--- config.mk ---
export PLATFORM = sky130hd
export DESIGN_NAME = w_block_packer
export DESIGN_NICKNAME = d
export VERILOG_FILES = /design/src/rtl/w_block_packer.sv
export SDC_FILE = /design/constraint.sdc
export NUM_CORES = 1
export LEC_CHECK = 0
export ABC_AREA = 1
export CAP_MARGIN = 20
export CORE_AREA = 2 2 224 226
export CTS_CLUSTER_DIAMETER = 100
export DETAILED_ROUTE_END_ITERATION = 10
export DIE_AREA = 0 0 226 228
export HOLD_SLACK_MARGIN = 0.15
export PLACE_DENSITY_LB_ADDON = 0.12
export SLEW_MARGIN = 20
export SYNTH_ARGS = -nofsm -noshare
export SYNTH_HDL_FRONTEND = slang
export SYNTH_HIERARCHICAL = 1
export SYNTH_SLANG_ARGS = --single-unit
--- constraint.sdc ---
create_clock -name clk -period 2.59 [get_ports clk]
set_input_delay 0.259 -clock clk [delete_from_list [all_inputs] [get_ports clk]]
set_output_delay 0.259 -clock clk [all_outputs]
set_load 0.01 [all_outputs]
--- src/rtl/w_block_packer.sv ---
// SHA-256 message-block packer: gathers WORD_W stream words MSB-first into one block and
// holds it on W_in/en until en_next. Define BYTE_SWAP_EN to byte-reverse each word (WORD_W=32).
module w_block_slot #(
  parameter int WORD_W = 32
) (
  input  logic              clk,
  input  logic              reset,
  input  logic              we,
  input  logic              clr,
  input  logic [WORD_W-1:0] d,
  output logic [WORD_W-1:0] q
);
  always_ff @(posedge clk) begin
    if (!reset || clr) q <= '0;
    else if (we)       q <= d;
  end
endmodule

module w_block_packer #(
  parameter int WORD_W  = 32,
  parameter int N_WORDS = 16,
  parameter int BLK_W   = WORD_W*N_WORDS
) (
  input  logic              clk,
  input  logic              reset,
  input  logic [WORD_W-1:0] s_data,
  input  logic              s_valid,
  input  logic              s_last,
  output logic              s_ready,
  input  logic              flush,
  output logic [BLK_W-1:0]  W_in,
  output logic              en,
  input  logic              en_next,
  output logic              len_err,
  output logic [15:0]       blk_count
);
  localparam int CNT_W = (N_WORDS > 1) ? $clog2(N_WORDS) : 1;

  typedef enum logic [1:0] {FILL, PRESENT, RELEASE} state_t;

  state_t                          state, state_nx;
  logic [CNT_W-1:0]                cnt, cnt_nx;
  logic                            wr, clr, err_set, ack, accept, last_slot;
  logic [WORD_W-1:0]               word;
  logic [0:N_WORDS-1][WORD_W-1:0]  slots;

`ifdef BYTE_SWAP_EN
  assign word = {s_data[7:0], s_data[15:8], s_data[23:16], s_data[31:24]};
`else
  assign word = s_data;
`endif

  // s_ready drops combinationally in the reset cycle, whatever state was left behind
  assign s_ready   = reset && (state == FILL);
  assign en        = (state == PRESENT);
  assign accept    = s_valid && s_ready;
  assign last_slot = (cnt == CNT_W'(N_WORDS-1));
  assign W_in      = slots;

  always_comb begin
    state_nx = state;
    cnt_nx   = cnt;
    wr       = 1'b0;
    clr      = 1'b0;
    err_set  = 1'b0;
    ack      = 1'b0;
    case (state)
      FILL: begin
        if (flush) begin
          cnt_nx = '0;
          clr    = 1'b1;
        end else if (accept) begin
          if (s_last && last_slot) begin
            wr       = 1'b1;
            cnt_nx   = '0;
            state_nx = PRESENT;
          end else if (s_last || last_slot) begin
            // framing broken: drop the whole block, the offending word included
            err_set = 1'b1;
            clr     = 1'b1;
            cnt_nx  = '0;
          end else begin
            wr     = 1'b1;
            cnt_nx = cnt + CNT_W'(1);
          end
        end
      end
      PRESENT: begin
        if (en_next) begin
          ack      = 1'b1;
          state_nx = RELEASE;
        end
      end
      RELEASE: begin
        clr      = 1'b1;
        cnt_nx   = '0;
        state_nx = FILL;
      end
      default: state_nx = FILL;
    endcase
  end

  always_ff @(posedge clk) begin
    if (!reset) begin
      state     <= FILL;
      cnt       <= '0;
      len_err   <= 1'b0;
      blk_count <= '0;
    end else begin
      state <= state_nx;
      cnt   <= cnt_nx;
      if (err_set) len_err   <= 1'b1;
      if (ack)     blk_count <= blk_count + 16'd1;
    end
  end

  for (genvar g = 0; g < N_WORDS; g++) begin : g_slot
    w_block_slot #(.WORD_W(WORD_W)) u_slot (
      .clk   (clk),
      .reset (reset),
      .we    (wr && (cnt == CNT_W'(g))),
      .clr   (clr),
      .d     (word),
      .q     (slots[g])
    );
  end
endmodule

; ---- Yosys cells after proc, flatten, opt, wreduce, memory -nomap -nowiden
; Index checks and enable logic that the tools add are counted.
[word_totals]
reg_bits = 535
elab_cells = 95
output_inout_bits = 531
in_bits = 38
[op_classes]
n_eq_ne = 22
reduce_logical = 27
n_mux = 24
addsub = 2
[ops]
columns = op, n
row1 = $eq 4x4->1 const B, 8
row2 = $logic_and 1x1->1, 19
row3 = $add 16x1->16 const B, 1
row4 = $eq 4x3->1 const B, 4
row5 = $mux 4, 4
row6 = $mux 1, 13
row7 = $eq 4x2->1 const B, 2
row8 = $mux 2, 4
row9 = $pmux 4 s2, 1
row10 = $add 4x1->4 const B, 1
row11 = $eq 4x1->1 const B, 1
row12 = $logic_not 4->1, 1
row13 = $ne 2x1->1 const B, 2
row14 = $ne 2x2->1 const B, 2
row15 = $pmux 2 s2, 1
row16 = $reduce_and 4->1, 1
row17 = $ne 3x3->1 const B, 1
row18 = $eq 2x1->1 const B, 1
row19 = $eq 2x2->1 const B, 1
row20 = $logic_not 2->1, 1
row21 = $logic_or 1x1->1, 2
row22 = $pmux 1 s2, 1
row23 = $reduce_and 2->1, 1
row24 = $reduce_bool 2->1, 1
row25 = $logic_not 1->1, 1

; ---- Longest topological paths before layout
; Gate-level depths: netlist (run 1).
[depth]
depth_word = 8
ltp_mapped = 13
mapped_depth_nobuf = 11

; ---- Modules after synthesis
; Netlist (run 1), hierarchy kept.
[modules_own_cells]
columns = module, area_per_inst_um2, cells_per_inst, n_inst, seq_area_each_um2
row1 = w_block_slot, 1236.2, 141, 16, 640.6
row2 = w_block_packer, 1401.3, 207, 1, 460.4

; ---- Worst setup path before layout (run 1)
; OpenSTA, ideal clock, no wires.
[synth_timing]
path_kind = register to register
start = register cnt[0]
end = register g_slot[0].u_slot.q[18]
stages_incl_launch_ff = 13
path_buffers = 1
arrival_ps = 2030
path_slack_ps = 435
t_required_ps = 2465
setup_time_ps = 125
period_less_slack_ps = 2155
cell_sequence = dfxtp_1 ha_1 inv_1 nor2_1 inv_1 ha_1 inv_1 nor2_1 o21a_1 inv_1 nand2_1 buf_2 a21oi_2
[synth_via]
elab_chain_len = 8
elab_cells_between_ends = 16
classes_between = eq/ne (1) / mux (10) / reduce/logical (5)
[synth_lines]
columns = item, line_no
row1 = from (decl), 42  ; logic [CNT_W-1:0] cnt, cnt_nx;
row2 = from (signal assigned), 111  ; cnt <= cnt_nx;
row3 = $eq 4x4->1 *, 57  ; assign last_slot = (cnt == CNT_W'(N_WORDS-1));
row4 = $logic_or 1x1->1, 77  ; end else if (s_last || last_slot) begin
row5 = $mux 1, 77
row6 = $mux 1 *, 73  ; if (s_last && last_slot) begin
row7 = $mux 1 *, 72  ; end else if (accept) begin
row8 = $mux 1 *, 69  ; if (flush) begin
row9 = $pmux 1 s2 *, 67  ; case (state)
row10 = via clr, 43  ; logic wr, clr, err_set, ack, accept, last_slot;
row11 = $logic_or 1x1->1 *, 14  ; if (!reset || clr) q <= '0;
row12 = to (signal assigned), 14
row13 = to (signal assigned), 15  ; else if (we) q <= d;
row14 = to (decl), 11  ; output logic [WORD_W-1:0] q
; Mark *: on every way through the listed nets, which the timed path passes. The rest lies on a longest branch.
; A chain may end at the register's enable or synchronous reset.

; ---- Worst setup path after layout (run 1)
[layout_timing]
start = register cnt[0]
end = register g_slot[0].u_slot.q[28]
[layout_via]
elab_chain_len = 8
elab_cells_between_ends = 16
classes_between = eq/ne (1) / mux (10) / reduce/logical (5)
[layout_lines]
columns = item, line_no
row1 = $eq 4x4->1, 57
row2 = $logic_or 1x1->1, 77
row3 = $mux 1, 77
row4 = $mux 1, 73
row5 = $mux 1, 72
row6 = $mux 1, 69
row7 = $pmux 1 s2 or $mux 1 (tied branches), 67
row8 = $logic_or 1x1->1 or $logic_and 1x1->1 (tied branches), "14, 121"
; Parallel ways exist; a longest one is shown, timed or not.

==> results.json, run 1 <==
{
  "worstPathMaxFanout": 16,
  "grt_usage_pct": 31.0,
  "pre_cts_ws_ps": -26.0,
  "syn_avg_cell_area_um2": 8.60,
  "synth_top_cell_by_area": "dfxtp_1",
  "cts.path.max_buffers": 3,
  "setup_violations": 0,
  "slew_headroom_pct": 50.7,
  "outcome": "finished, final reports clean",
  "critical-path-top-delay-family": "buffers and inverters",
  "hold_violations": 0,
  "syn_to_final_growth_pct": 38.3,
  "ys_types": 31,
  "slowest_delay_ps": 360,
  "die_w_um": 226,
  "grt_max_degree": 34,
  "synth_common_cells": "924 x nand2_1, 535 x dfxtp_1, 348 x a21oi_1",
  "required_ps": 3130,
  "power.density_mw_per_mm2": 590,
  "vias_per_cell": 5.13,
  "core-area_mm2": 0.0493,
  "worstPathCellList": "ha_2 > inv_1 > nor2_2 > inv_1 > ha_1 > nor3_4 > buf_4 > nand2_4 > nor2_4 > buf_4 > buf_12 > clkbuf_16 > nand2_1 > a21oi_1",
  "grt_pass1_vias": 18200,
  "clk_latency_ps": 620,
  "worstPathArrival_ps": 3020,
  "tightest_slew_ps": 737,
  "setup_slack_ps": 108,
  "yosysWarnings": 6,
  "synth_area_leaders": "dfxtp_1 51%, nand2_1 16%, a21oi_1 8.2%",
  "drive_gt1_share_pct": 19.6,
  "synth_area_mm2": 0.0212,
  "fmax_mhz": 403,
  "path_clk_slew_ps": 60,
  "nNetsFinal": 3084,
  "drtIter0Drc": 1313,
  "fill_cells": 4334,
  "crit_type": "reg2reg",
  "dieHeight_um": 228,
  "numCtsBuffers": 57,
  "dieArea_mm2": 0.0515,
  "route.vias.total": 19300,
  "htreeDepth": 2,
  "clock_sinks": 535,
  "postSynthCellCount": 2463,
  "firstDrtPassIters": 5,
  "synth_fp_nets": 2508,
  "leakagePower_nw": 9.14,
  "portBuffers": 568,
  "startpoint_type": "flop",
  "cp-end-kind": "flop",
  "root_buffer": "clkbuf_16",
  "tritoncts": "built",
  "synth_ff_type": "dfxtp_1",
  "placed_cell_area_mm2": 0.0271,
  "cp_num_buf_inv": 6,
  "grt_first_pass_wirelength_um": 119000,
  "antenna_found_initial": 1,
  "drt_wl_total_um": 83300,
  "synth_edf_count": 0,
  "crit_slowest_cell": "dfxtp_2",
  "finalSetupTns_ps": 0,
  "max_cap_violations": 0,
  "dp_hpwl_um": 56200,
  "synth_top_area_share_pct": 50.6,
  "gr-total-overflow": 0,
  "final.setup_skew_ps": 16.0,
  "ys_seq_elements": 535,
  "seq_area_frac_synth_pct": 50.6,
  "place_congestion": 0.852,
  "period_share_pct": 95.8,
  "route.detailed.drc": 0,
  "detail-route-antenna-nets": 0,
  "rows": 82,
  "period_minus_slack_ps": 2480,
  "num_antenna_cells": 0,
  "ios": 569,
  "ir_drop_uv": 489,
  "slew_violations": 0,
  "initial_core_util_pct": 42.9,
  "design_area_mm2": 0.0293,
  "wire_per_inst_um": 22.2,
  "totalPowerFinal_mw": 17.3,
  "timing.hold.ws_ps": 435,
  "yosysMostFrequentCell": "nand2_1",
  "hold_buffers": 0,
  "async_flop_share_pct": 0,
  "min_path_type": "in2reg"
}
-- worst paths after layout --
check	slack (ps)	cells past startpoint	start	to
max	110	14	cnt[0]	g_slot[0].u_slot/q[28]
min	430	4	reset	cnt[3]
max reg2reg	110	14	cnt[0]	g_slot[0].u_slot/q[28]
min reg2reg	460	2	g_slot[9].u_slot/q[5]	g_slot[9].u_slot/q[5]
-- per-layer routing --
metal	global-route usage [%]	up-vias	part of all wire (%)
met5	0	-	0
met4	11.8	0	3.9
met3	8.78	163	8.7
met2	51.2	812	47
met1	38.3	9287	41
li1	-	9019	-
-- area by class of cell --
class | count | area (µm²) | share of cell area (%)
flip-flops and latches | 535 | 10700 | 36.6
multi-input cells | 1705 | 8520 | 29.1
repair buffers | 679 | 6980 | 23.8
clock buffers | 90 | 1720 | 5.87
well taps | 672 | 841 | 2.87
inverters | 61 | 349 | 1.19
clock inverters | 15 | 176 | 0.602
-- report_power, final --
part,total (mW),switching (mW),internal [mW]
logic,0.739,0.543,0.196
registers,8.24,0.00680,8.24
clock network,8.29,3.45,4.84
total,17.3,4.00,13.3
-- state kept, by name, indices dropped and copies added, names as in the netlist --
name	cells
g_slot.u_slot/q	512
blk_count	16
cnt	4
state	2
len_err	1
-- layout by cell type (no fill, tap or decap), drive strengths merged --
cell,instances
clkinv,12
clkbuf,94
nand2,1086
bufinv,3
a21oi,525
buf,107
o21bai,1
nand4,3
o21ai,7
nor2,49
xor2,2
nand3,15
o22a,1
dfxtp,535
clkdlybuf4s50,568
ha,7
inv,61
o21a,2
nor3,7
-- cells by family (layout without fill, tap and decap cells) --
group           Yosys count  in the layout  synth area share, %
xor+xnor                  2              2               0.0827
simple gates           1160           1160                 23.0
fa+ha+maj                 7              7                0.413
compound gates          536            536                 15.9
flops                   535            535                 50.6
buf+inv                 223            845                 10.1
-- timing repair --
action                     CTS  global route
resized for setup            0             9
buffers inserted             0            10
setup endpoints to repair  144           512
gates cloned                 0             4
pin swaps                    0             3
-- stage by stage --
| stage | util (%) | instances |
|---|---|---|
| 2_1_floorplan | - | 2463 |
| 5_1_grt | 59.4 | 3757 |
| 3_5_place_dp | 55.0 | 3638 |
| 6_report | 59.4 | 3757 |
| 4_1_cts | 58.9 | 3743 |
| 3_3_place_gp | 55.0 | 3638 |
-- worst reg2reg max path: stages (launching register included) --
cell,delay [ps]
dfxtp_2,360
ha_2,210
inv_1,60
nor2_2,130
inv_1,50
ha_1,320
nor3_4,220
buf_4,170
nand2_4,90
nor2_4,150
buf_4,140
buf_12,90
clkbuf_16,180
nand2_1,70
a21oi_1,150
Note: power is estimated with default switching activity, not from simulation.
==> run 2, diff against run 1 <==
--- a/config.mk
+++ b/config.mk
@@ -9,6 +9,7 @@
 export CAP_MARGIN = 20
 export CORE_AREA = 2 2 224 226
 export CTS_CLUSTER_DIAMETER = 100
+export CTS_CLUSTER_SIZE = 12
 export DETAILED_ROUTE_END_ITERATION = 10
 export DIE_AREA = 0 0 226 228
 export HOLD_SLACK_MARGIN = 0.15
==> run 2 against run 1 <==
- wire length decreased by 0.29%
- combinational power about the same
- via count fell by 0.66%
- die area unchanged
- sequential share of layout area grew 0.83 points
- total power is 10% lower
- critical endpoint is now g_slot[0].u_slot/q[10]
- largest power group is now registers
==> results.json, run 2 (synthesized netlist as in run 1, its figures left out) <==
{
  "ir_drop_uv": 405,
  "grt_usage_pct": 31.0,
  "period_minus_slack_ps": 2470,
  "initial_core_util_pct": 42.9,
  "dp_hpwl_um": 56200,
  "dieHeight_um": 228,
  "hold_buffers": 0,
  "final_util_pct": 58.0,
  "die_w_um": 226,
  "firstDrtPassIters": 6,
  "required_ps": 3100,
  "reg2reg_depth": 13,
  "dieArea_mm2": 0.0515,
  "vias_per_cell": 5.18,
  "placed_cells": 3638,
  "rows": 82,
  "worstPathMaxFanout": 16,
  "route.detailed.drc": 0,
  "finalSetupTns_ps": 0,
  "whs_path_depth": 2,
  "slew_violations": 0,
  "layout_commonest_cell": "nand2_1",
  "gr-total-overflow": 0,
  "htreeDepth": 2,
  "portBuffers": 568,
  "fill_cells": 4354,
  "tritoncts": "built",
  "outcome": "finished, final reports clean",
  "largest-register": "g_slot.u_slot/q",
  "final_cell_mix": "905 x nand2_1, 568 x clkdlybuf4s50_1, 533 x dfxtp_1, 348 x a21oi_1, 180 x nand2_2",
  "power.density_mw_per_mm2": 541,
  "min_path_type": "reg2reg",
  "placed_cell_area_mm2": 0.0271,
  "r2r_slack_ps": 120,
  "setup_violations": 0,
  "drt_wl_total_um": 83100,
  "timing.hold.ws_ps": 459,
  "tightest_slew_ps": 719,
  "startpoint_type": "flop",
  "grt_max_degree": 34,
  "numCtsBuffers": 50,
  "syn_to_final_growth_pct": 35.3,
  "core-area_mm2": 0.0493,
  "grt_pass1_vias": 18100,
  "design_area_mm2": 0.0286,
  "detail-route-antenna-nets": 0,
  "clock_sinks": 535,
  "final_cells": 3700,
  "nNetsFinal": 3072,
  "grt_first_pass_wirelength_um": 119000,
  "hold_violations": 0,
  "pre_cts_ws_ps": -26.0,
  "num_antenna_cells": 0,
  "antenna_found_initial": 1,
  "setup_slack_ps": 121,
  "fmax_mhz": 405,
  "path_clk_slew_ps": 70,
  "slew_headroom_pct": 51.9,
  "max_cap_violations": 0,
  "leakagePower_nw": 8.80,
  "final.setup_skew_ps": 13.5,
  "worstPathArrival_ps": 2980,
  "place_congestion": 0.852,
  "clk_latency_ps": 590,
  "route.vias.total": 19200,
  "cp-end-kind": "flop",
  "largest_register_ffs": 512,
  "rsz0062_at_grt": "no",
  "wire_per_inst_um": 22.5,
  "drive_gt1_share_pct": 18.6,
  "root_buffer": "clkbuf_16",
  "drtIter0Drc": 1332,
  "ios": 569,
  "period_share_pct": 95.3,
  "reg.largest.list": "g_slot.u_slot/q (512), blk_count (16), cnt (4)",
  "totalPowerFinal_mw": 15.5,
  "cts.path.max_buffers": 3,
  "crit_type": "reg2reg"
}
==> run 2: worst max-delay path, stage by stage (launching register included) <==
cell,delay (ps)
dfxtp_2,360
ha_2,210
inv_1,60
nor2_2,130
inv_1,50
ha_1,320
nor3_4,210
buf_4,170
nand2_4,90
nor2_4,230
buf_12,140
clkbuf_16,190
nand2_1,60
a21oi_1,150
==> run 2: final timing paths <==
| path | startpoint | end |
|---|---|---|
| max | cnt[0] | g_slot[0].u_slot/q[10] |
| min | g_slot[9].u_slot/q[7] | g_slot[9].u_slot/q[7] |
| max reg2reg | cnt[0] | g_slot[0].u_slot/q[10] |
| min reg2reg | g_slot[9].u_slot/q[7] | g_slot[9].u_slot/q[7] |
==> run 2: cell type report <==
class / instances / area (µm²) / area share, %
Clock inverter: 2 / 16.3 / 0.0568
Multi-Input combinational cell: 1705 / 8520 / 29.7
Tap cell: 672 / 841 / 2.94
Timing Repair Buffer: 674 / 6930 / 24.2
Inverter: 61 / 349 / 1.22
Clock buffer: 51 / 1280 / 4.45
Sequential cell: 535 / 10700 / 37.4
==> run 2: repair_timing <==
action | 4_1_cts | 5_1_grt
buffers inserted | 0 | 6
setup endpoints to repair | 150 | 512
pin swaps | 0 | 3
gates cloned | 0 | 3
gates resized for setup | 0 | 9
hold endpoints to repair | 0 | 0
==> run 2: power breakdown <==
part	leakage [nW]	switching, mW	internal (mW)
sequential	4.31	0.00682	8.24
clock	0.633	3.06	3.46
combinational	3.86	0.542	0.194
==> run 2: metal layers <==
metal / vias up / GRT usage [%] / routed length, µm
li1: 8948 / - / -
met1: 9237 / 38.4 / 34100
met2: 788 / 50.3 / 38500
met3: 181 / 8.67 / 6880
met4: 0 / 12.9 / 3580
met5: - / 0 / 0
==> run 3, diff against run 2 <==
--- a/config.mk
+++ b/config.mk
@@ -6,12 +6,13 @@
 export NUM_CORES = 1
 export LEC_CHECK = 0
 export ABC_AREA = 1
-export CAP_MARGIN = 20
-export CORE_AREA = 2 2 224 226
+export CAP_MARGIN = 10
+export CORE_MARGIN = 2
+export CORE_UTILIZATION = 35
 export CTS_CLUSTER_DIAMETER = 100
 export CTS_CLUSTER_SIZE = 12
 export DETAILED_ROUTE_END_ITERATION = 10
-export DIE_AREA = 0 0 226 228
+export DONT_BUFFER_PORTS = 1
 export HOLD_SLACK_MARGIN = 0.15
 export PLACE_DENSITY_LB_ADDON = 0.12
 export SLEW_MARGIN = 20
==> run 3 against run 2 <==
- global-route usage decreased by 5.1 points
- final area is 18% lower
- die area up 21%
- utilization shrank 19 points
==> results.json, run 3 (synthesized netlist as in run 1, its figures left out) <==
{
  "setup_slack_ps": 20.8,
  "wire_per_inst_um": 25.6,
  "crit_end": "cnt[1]",
  "dieArea_mm2": 0.0625,
  "vias_per_cell": 5.13,
  "dieHeight_um": 250,
  "route.vias.total": 16800,
  "slew_violations": 0,
  "nNetsFinal": 2543,
  "timing.hold.ws_ps": 200,
  "startpoint_type": "flop",
  "reg2reg_to": "cnt[1]",
  "power.density_mw_per_mm2": 660,
  "portBuffers": 0,
  "numCtsBuffers": 50,
  "worstPathCellList": "ha_2 > inv_1 > nor2_2 > ha_1 > inv_1 > nand3_1 > nor3_2 > o21ai_1 > dlygate4sd3_1 > a21oi_1 > dlygate4sd3_1",
  "ir_drop_uv": 413,
  "min_path_type": "in2reg",
  "tritoncts": "built",
  "crit_slowest_cell": "dlygate4sd3_1",
  "firstDrtPassIters": 8,
  "crit_type": "reg2reg",
  "dp_hpwl_um": 56400,
  "reg2reg_depth": 11,
  "die_w_um": 250,
  "path_clk_slew_ps": 70,
  "setup.worst_path.start": "cnt[1]",
  "clk_latency_ps": 600,
  "final.setup_skew_ps": 22.3,
  "fmax_mhz": 389,
  "root_buffer": "clkbuf_16",
  "leakagePower_nw": 7.05,
  "required_ps": 3120,
  "worstPathArrival_ps": 3100,
  "whs_path_depth": 4,
  "slew_headroom_pct": 17.9,
  "grt_usage_pct": 25.9,
  "slowest_delay_ps": 580,
  "place_congestion": 0.794,
  "design_area_mm2": 0.0236,
  "grt_max_degree": 33,
  "clock_sinks": 535,
  "syn_to_final_growth_pct": 11.4,
  "largest-register": "g_slot.u_slot/q",
  "rows": 90,
  "gr-total-overflow": 0,
  "layout_commonest_cell": "nand2_1",
  "route.detailed.drc": 0,
  "largest_register_ffs": 512,
  "antenna_found_initial": 2,
  "pre_cts_ws_ps": -65.2,
  "tightest_slew_ps": 1230,
  "placed_cell_area_mm2": 0.0215,
  "drive_gt1_share_pct": 21.8,
  "ios": 569,
  "setup_violations": 0,
  "detail-route-antenna-nets": 0,
  "grt_pass1_vias": 16000,
  "initial_core_util_pct": 35.2,
  "core-area_mm2": 0.0601,
  "period_minus_slack_ps": 2570,
  "r2r_start": "cnt[1]",
  "cp-end-kind": "flop",
  "outcome": "finished, final reports clean",
  "reg.largest.list": "g_slot.u_slot/q (512), blk_count (16), cnt (4)",
  "htreeDepth": 2,
  "drt_wl_total_um": 83900,
  "period_share_pct": 99.2,
  "r2r_slack_ps": 20,
  "max_cap_violations": 0,
  "final_cell_mix": "905 x nand2_1, 529 x dfxtp_1, 348 x a21oi_1, 181 x nand2_2, 177 x a21oi_2",
  "worstPathMaxFanout": 3,
  "drtIter0Drc": 1094,
  "cts.path.max_buffers": 3,
  "hold_violations": 0,
  "grt_first_pass_wirelength_um": 118000
}
-- run 3: cell types whose count changed in the layout (fill, tap and decap cells not counted), sizes merged --
cell / before / now
clkdlybuf4s50: 568 / 0
dlygate4sd3: 0 / 65
inv: 61 / 62
diode: 0 / 1
clkbuf: 54 / 51
buf: 103 / 80
-- run 3: stage by stage --
stage / TNS, ps / cells / total power, mW / utilization (%)
floorplan: 0 / 2463 / 8.66 / -
global placement: -350 / 3154 / 8.84 / 35.8
detailed placement: -4890 / 3154 / 8.85 / 35.8
CTS: -7640 / 3277 / 15.7 / 39.1
global route: -24.6 / 3283 / 16.1 / 39.3
finish: 0 / 3283 / 15.6 / 39.3
-- run 3: power breakdown --
group,total [mW],internal [mW],switching [mW]
sequential,8.25,8.24,0.0110
combinational,0.715,0.169,0.546
clock,6.62,3.48,3.14
-- run 3: layout make-up --
cell class	count	area [µm²]
Fill cell	6039	36500
Sequential cell	535	10700
Antenna cell	1	2.50
Clock inverter	3	36.3
Tap cell	782	978
Multi-Input combinational cell	1705	8520
Inverter	61	349
Clock buffer	51	1280
Timing Repair Buffer	145	1720
-- run 3: worst min-delay path by stage --
stage                     startpoint                       to
after global routing           reset    g_slot[1].u_slot/q[6]
after detailed placement       reset            blk_count[15]
after floorplan                reset             blk_count[3]
after global placement         reset            blk_count[15]
final                          reset  g_slot[15].u_slot/q[31]
after CTS                      reset  g_slot[15].u_slot/q[12]
-- run 3: repair_timing --
action                                  in CTS  in global routing
endpoints found under the hold margin      535                481
gates resized for setup                      0                 15
buffers inserted                             0                  4
hold buffers                                69                  1
pin swaps                                    0                  4
endpoints found under the setup margin     292                510
-- run 3: critical path: cells and delay by family, from the launching register on --
family / cells / cell delay, ps
buffers and inverters: 4 / 1280
AOI/OAI and AO/OA: 2 / 230
and+or+nand+nor: 3 / 280
adders and majority gates: 2 / 390
DFF: 1 / 320
-- run 3: routing by layer --
metal  GRT usage, %  vias up  part of all wire (%)
met5              0        -                     0
met4           7.32        0                   2.7
met3           8.97      133                   9.2
met2           44.3      629                    49
met1           30.5     8171                    39
li1               -     7901                     -
